===== src/rtl/seq_serializer_pkg.sv =====
// seq_serializer_pkg: shared state encoding and sizing helper for the serializer
package seq_serializer_pkg;
  typedef enum logic {IDLE = 1'b0, SHIFT = 1'b1} state_t;
  function automatic int clog2(input int n);
    int r;
    r = 0;
    while ((1 << r) < n) r++;
    return (r < 1) ? 1 : r;
  endfunction
endpackage


===== src/rtl/seq_bit_timer.sv =====
// seq_bit_timer: per-bit hold counter, ticks in the final cycle of each bit period
module seq_bit_timer
  import seq_serializer_pkg::*;
#(
  parameter int BIT_CYCLES = 2
) (
  input  logic clk,
  input  logic reset,
  input  logic run,
  input  logic restart,
  output logic tick
);
  localparam int CW = clog2(BIT_CYCLES);
  localparam logic [CW-1:0] TOP = CW'(BIT_CYCLES - 1);
  logic [CW-1:0] cyc_cnt;
  assign tick = run && (cyc_cnt == TOP);
  always_ff @(posedge clk or negedge reset)
    if (!reset) cyc_cnt <= '0;
    else cyc_cnt <= (restart || tick || !run) ? '0 : cyc_cnt + CW'(1);
endmodule


===== src/rtl/seq_serializer.sv =====
// seq_serializer: MSB-first parallel-to-serial stage with gapless back-to-back loads
module seq_serializer
  import seq_serializer_pkg::*;
#(
  parameter int         WIDTH      = 32,
  parameter int         BIT_CYCLES = 2,
  parameter logic       IDLE_LEVEL = 1'b0
) (
  input  logic                    clk,
  input  logic                    reset,
  input  logic [WIDTH-1:0]        data_in,
  input  logic                    load,
  output logic                    ready,
  output logic                    seq,
  output logic                    busy,
  output logic                    done,
  output logic [clog2(WIDTH)-1:0] bit_idx
);
  localparam int BW = clog2(WIDTH);
  localparam logic [BW-1:0] LAST_BIT = BW'(WIDTH - 1);
  state_t state;
  logic [WIDTH-1:0] sreg;
  logic [BW-1:0] bit_cnt;
  logic tick, last, accept;
  assign last = tick && (bit_cnt == LAST_BIT);
  assign ready = (state == IDLE) || last;
  assign accept = load && ready;
  assign bit_idx = bit_cnt;
  seq_bit_timer #(.BIT_CYCLES(BIT_CYCLES)) u_timer (
    .clk(clk),
    .reset(reset),
    .run(state == SHIFT),
    .restart(accept),
    .tick(tick)
  );
  // accept wins over end-of-word so a load in the last cycle continues without a gap bit
  always_ff @(posedge clk or negedge reset)
    if (!reset) begin
      state   <= IDLE;
      sreg    <= '0;
      bit_cnt <= '0;
      seq     <= IDLE_LEVEL;
      busy    <= 1'b0;
      done    <= 1'b0;
    end else begin
      done <= last;
      if (accept) begin
        state   <= SHIFT;
        sreg    <= data_in;
        bit_cnt <= '0;
        seq     <= data_in[WIDTH-1];
        busy    <= 1'b1;
      end else if (last) begin
        state   <= IDLE;
        sreg    <= '0;
        bit_cnt <= '0;
        seq     <= IDLE_LEVEL;
        busy    <= 1'b0;
      end else if (tick) begin
        sreg    <= {sreg[WIDTH-2:0], 1'b0};
        bit_cnt <= bit_cnt + BW'(1);
        seq     <= sreg[WIDTH-2];
      end
    end
endmodule


===== config.mk =====
export PLATFORM = sky130hd
export DESIGN_NAME = seq_serializer
export DESIGN_NICKNAME = d
export VERILOG_FILES = /design/src/rtl/seq_serializer_pkg.sv /design/src/rtl/seq_bit_timer.sv /design/src/rtl/seq_serializer.sv
export SDC_FILE = /design/constraint.sdc
export NUM_CORES = 1
export LEC_CHECK = 0
export CORE_MARGIN = 5
export CORE_UTILIZATION = 27
export DETAILED_ROUTE_END_ITERATION = 6
export PLACE_DENSITY = 0.54
export SYNTH_ARGS = -nofsm -noshare
export SYNTH_HDL_FRONTEND = slang
export SYNTH_SLANG_ARGS = --single-unit
export TNS_END_PERCENT = 100

===== constraint.sdc =====
create_clock -name clk -period 2.6 [get_ports clk]
set_input_delay 0.39 -clock clk [delete_from_list [all_inputs] [get_ports clk]]
set_output_delay 0.39 -clock clk [all_outputs]
set_load 0.02 [all_outputs]

# Yosys cells after proc, flatten, opt, wreduce, memory -nomap -nowiden

Index checks and enable logic that the tools add are counted.

Logic and storage cells: 31
Bits of input ports: 35
Output and inout port bits: 9
Bits in registers: 40

Muxes and demuxes: 12
Bitwise operators: 1
$add $sub $neg: 2
Equal/unequal tests: 1
Reduce and logical (&&, ||, !) cells: 9

Operators with widths:

| operator            | number |
|---|---|
| $mux 31             | 3 |
| $mux 5              | 3 |
| $mux 1              | 6 |
| $add 5x1->5 const B | 1 |
| $eq 5x5->1 const B  | 1 |
| $logic_and 1x1->1   | 3 |
| $logic_or 1x1->1    | 3 |
| $reduce_bool 3->1   | 1 |
| $reduce_bool 2->1   | 1 |
| $add 1x1->1 const B | 1 |
| $logic_not 1->1     | 1 |
| $not 1->1           | 1 |

# Logic depth before layout (Yosys ltp)

Depth after elaboration: 7
Depth in mapped cells: 8
Depth with buffers taken out: 6

# By module

From an unflattened synthesis, not the netlist that was laid out.

Cells, all modules: 143
Area, all modules: 2084.5 um^2

Modules (own cells, without submodules):

| module         | times used | area each (um^2) | cells an instance | sequential area each (um^2) |
|---|---|---|---|---|
| seq_serializer | 1          | 2040.7           | 140               | 975.9 |
| seq_bit_timer  | 1          | 43.8             | 3                 | 25.0 |

# Worst setup path after synthesis

Ideal clock, no wire load.

Kind: register to register
Start point: register bit_cnt[0] (netlist: bit_idx[0])
End point: register seq
Data arrival time: 1.869 ns
Path slack: 0.597 ns
Data required time: 2.466 ns
Clock period less this slack: 2.003 ns
Path buffers: 2
Cell stages (with the launch flop): 9
Cells stage by stage: dfrtp_1 > ha_1 > and3_1 > ha_1 > buf_4 > nand2b_4 > buf_4 > o32ai_1 > a211oi_2

Word-level cells in the longest chain between the ends: 5

RTL lines:

| item                                                                | RTL line             | source |
|---|---|---|
| from (decl)                                                         | seq_serializer.sv:23 | `logic [BW-1:0] bit_cnt;` |
| from (signal assigned)                                              | seq_serializer.sv:61 | `bit_cnt <= bit_cnt + BW'(1);` |
| $eq 5x5->1 (*)                                                      | seq_serializer.sv:25 | `assign last = tick && (bit_cnt == LAST_BIT);` |
| $logic_and 1x1->1 (*)                                               | seq_serializer.sv:25 |  |
| $logic_or 1x1->1                                                    | seq_serializer.sv:26 | `assign ready = (state == IDLE) \|\| last;` |
| $logic_and 1x1->1                                                   | seq_serializer.sv:27 | `assign accept = load && ready;` |
| $reduce_bool 3->1 (no source line) / $mux 1 (equally long branches) | n/a                  |  |
| to (signal assigned)                                                | seq_serializer.sv:51 | `seq <= data_in[WIDTH-1];` |
| to (signal assigned)                                                | seq_serializer.sv:62 | `seq <= sreg[WIDTH-2];` |
| to (decl)                                                           | seq_serializer.sv:14 | `output logic seq,` |

Every way passes the cells marked *; elsewhere a longest branch is shown, timed or not.
A chain may end at the register's enable or synchronous reset.

# Final worst setup path

Start point: register bit_cnt[1] (netlist: bit_idx[1])
End point: output port ready

Word-level cells in the longest chain between the ends: 3

RTL lines:

| item              | RTL line             | source |
|---|---|---|
| $eq 5x5->1        | seq_serializer.sv:25 |  |
| $logic_and 1x1->1 | seq_serializer.sv:25 |  |
| $logic_or 1x1->1  | seq_serializer.sv:26 |  |
| to (decl)         | seq_serializer.sv:13 | `output logic ready,` |

No other way between the ends.

==> results.toml <==
[placement]
place_congestion = 0.733
hpwl_um = 4700
place_inst = 483
io_buffers = 43
place_ws_ns = 0.420

[power_and_ir_drop]
power.switching_mw = 0.288
combPwrFrac = 0.102
leakage_nw = 1.49
switching_share = 0.240
peakVddDrop_uv = 179
power.internal_mw = 0.911
powerDensity_nw_per_um2 = 353
power_mw = 1.20
seq_power_share = 0.521
clkPwrFrac = 0.377

[synthesis]
yosysWarnings = 0
synth_nets = 363
yosysSeqAreaShare = 0.357
synth_cell_types = 35
syn_area_um2 = 2810
syn_inst = 326
yosys_register_bits = 40
synth-main-ff-cell = "dfrtp_1"
synth_edf_count = 0
async_flop_share = 1.00
syn_avg_cell_area_um2 = 8.60

[route]
drc = 0
via_count = 2482
vias_per_cell = 5.05
detail-route-antenna-nets = 0
drt_iter0_drc = 144
wire_per_inst_um = 15.4
first_pass_iters = 4
wl_um = 7560

[worst_setup_path]
critPathArrivalTime_ns = 2.07
cpMaxStageDelayCell = "clkdlybuf4s50_1"
critPathBufInv = 1
end_kind = "primary output"
setup.worst_path.class = "flop to primary output"
cpPeakStageDelay_ns = 0.58
worstPathMaxFanout = 6
start_kind = "flop"
crit_chain = "ha_1 -> and3_1 -> ha_1 -> nand2_1 -> nand2_1 -> clkdlybuf4s50_1"
worstPathRequired_ns = 2.21
crit_family = "buffers and inverters"

[timing]
rsz0062_at_grt = "false"
fmax_ghz = 0.407
hold_viol = 0
finalCritPeriodShare = 0.946
tightestPinTransition_ns = 0.592
tns_ns = 0
setup_ws_ns = 0.141
finalSetupViolCount = 0
period_needed_ns = 2.46
maxSlewViolCount = 0
max-slew-margin-rel = 0.605
final.setup_skew_ns = 0.00606

[grt]
grt_pass1_wl_um = 12400
antenna_found_initial = 0
grt_usage = 0.120
gr-total-overflow = 0
grt_max_degree = 48
grt_pass1_vias = 2480

[die]
core-area_um2 = 10200
rows = 37
io_pins = 44
die_x_um = 112
initial_core_util = 0.274
fp.dieH_um = 112
die-area_um2 = 12500

[clocking]
tritoncts = "yes"
clockBufferDepth = 2
post_cts_buffers = 0
cts-htree-levels = 2
clock-sinks = 40
cts_buffers = 5
clk_latency_ns = 0.30
cts_root_buf = "clkbuf_8"
hold_buffers = 0
cts_resized = 0
path_clk_slew_ns = 0.09

[min_path]
hold_class = "input port to async pin"

[layout]
final_nets = 391
finalNonFillerCells = 491
insertedDiodeCount = 0
utilization = 0.332
area_growth_pct = 21.0
drive_gt1_frac = 0.0958

[status]
outcome = "complete, no violations"

[run]
cap_violations = 0
==> flip-flops by register name, summed over array words and instances (netlist names) <==
name and cells:
state 1, done 1, u_timer.cyc_cnt 1, seq 1, bit_idx 5, sreg 31
==> final timing paths <==
path / startpoint / to / slack, ns / cells past startpoint
min reg2reg: sreg[0]$_DFFE_PN0P_ / sreg[0]$_DFFE_PN0P_ / 0.58 / 1
min in group clk: sreg[0]$_DFFE_PN0P_ / sreg[0]$_DFFE_PN0P_ / 0.58 / 1
min: reset / sreg[5]$_DFFE_PN0P_ / 0.16 / 2
max in group asynchronous: reset / sreg[28]$_DFFE_PN0P_ / 2.06 / 2
max reg2reg: bit_idx[1]$_DFFE_PN0P_ / sreg[29]$_DFFE_PN0P_ / 0.40 / 7
max: bit_idx[1]$_DFFE_PN0P_ / ready / 0.14 / 6
==> through the flow <==
| stage | hold WS (ns) | area, µm² |
|---|---|---|
| detailed placement | 0.509 | 3300 |
| global placement | 0.506 | 3300 |
| finish | 0.160 | 3390 |
| global route | 0.215 | 3390 |
| CTS | 0.181 | 3390 |
| floorplan | 0.0944 | 2810 |
==> cells in the mapped netlist (2+ instances only) <==
library cell,n,area [µm²]
nor2b_1,32,200
clkbuf_2,4,20.0
buf_2,11,55.1
buf_4,5,37.5
a211oi_2,15,188
nor2_1,2,7.51
ha_1,2,25.0
nand2b_1,28,175
inv_1,35,131
nand3_1,2,10.0
dfrtp_1,40,1000
and3_1,3,18.8
a22o_1,2,17.5
o21ai_0,64,320
clkbuf_1,9,33.8
o22ai_1,2,12.5
nand2_1,7,26.3
a211oi_1,16,120
o32ai_1,31,272
==> worst reg2reg max path, stage by stage, from the launching register on <==
cell,delay (ns)
dfrtp_1,0.44
ha_1,0.22
and3_1,0.18
ha_1,0.19
buf_4,0.22
nand2b_4,0.36
o32ai_1,0.37
a211oi_2,0.09
==> power by group through the flow <==
stage          registers (mW)  clock network, mW  logic (mW)
2_1_floorplan           0.637                  0      0.0469
3_3_place_gp            0.637                  0       0.125
3_5_place_dp            0.637                  0       0.126
4_1_cts                 0.625              0.467       0.127
5_1_grt                 0.625              0.490       0.138
6_report                0.625              0.452       0.123
==> cell families (layout without fill, tap and decap cells) <==
logic type               count (synthesis)  count (layout)  synth area share
buffers and inverters                   66              95             0.104
AO/OA/AOI/OAI                          137             137             0.352
flip-flops                              40              40             0.357
adder cells (fa/ha/maj)                  2               2           0.00892
AND/OR/NAND/NOR                         80              80             0.174
multiplexers                             1               1           0.00357
==> final cells by class <==
class                           count  area (µm²)
Inverter                           36         135
Clock buffer                        8        90.1
Timing Repair Buffer               51         485
Fill cell                        1103        6840
Multi-Input combinational cell    220        1510
Sequential cell                    40        1000
Tap cell                          136         170
==> layer usage <==
layer / global-route usage / wire length [µm] / part of all wire / up-vias
met5: 0 / 0 / 0 / -
met1: 0.169 / 3670 / 0.49 / 1179
met4: 0.0353 / 77 / 0.010 / 0
li1: - / - / - / 1231
met2: 0.188 / 3500 / 0.46 / 65
met3: 0.0190 / 318 / 0.042 / 7
==> placed cells by master, fill, tap and decap left out, types with 2 or more instances in the layout <==
| cell | count |
|---|---|
| a211oi_1 | 16 |
| o32ai_1 | 31 |
| nor2b_1 | 32 |
| nor2_1 | 2 |
| and3_1 | 3 |
| ha_1 | 2 |
| o21ai_0 | 64 |
| clkbuf_8 | 6 |
| clkbuf_1 | 2 |
| a22o_1 | 2 |
| clkdlybuf4s50_1 | 42 |
| dfrtp_1 | 40 |
| buf_4 | 8 |
| o22ai_1 | 2 |
| a211oi_2 | 15 |
| nand3_1 | 2 |
| nand2b_1 | 28 |
| nand2_1 | 7 |
| inv_1 | 35 |
No activity file was read; power rests on OpenSTA's default activity.
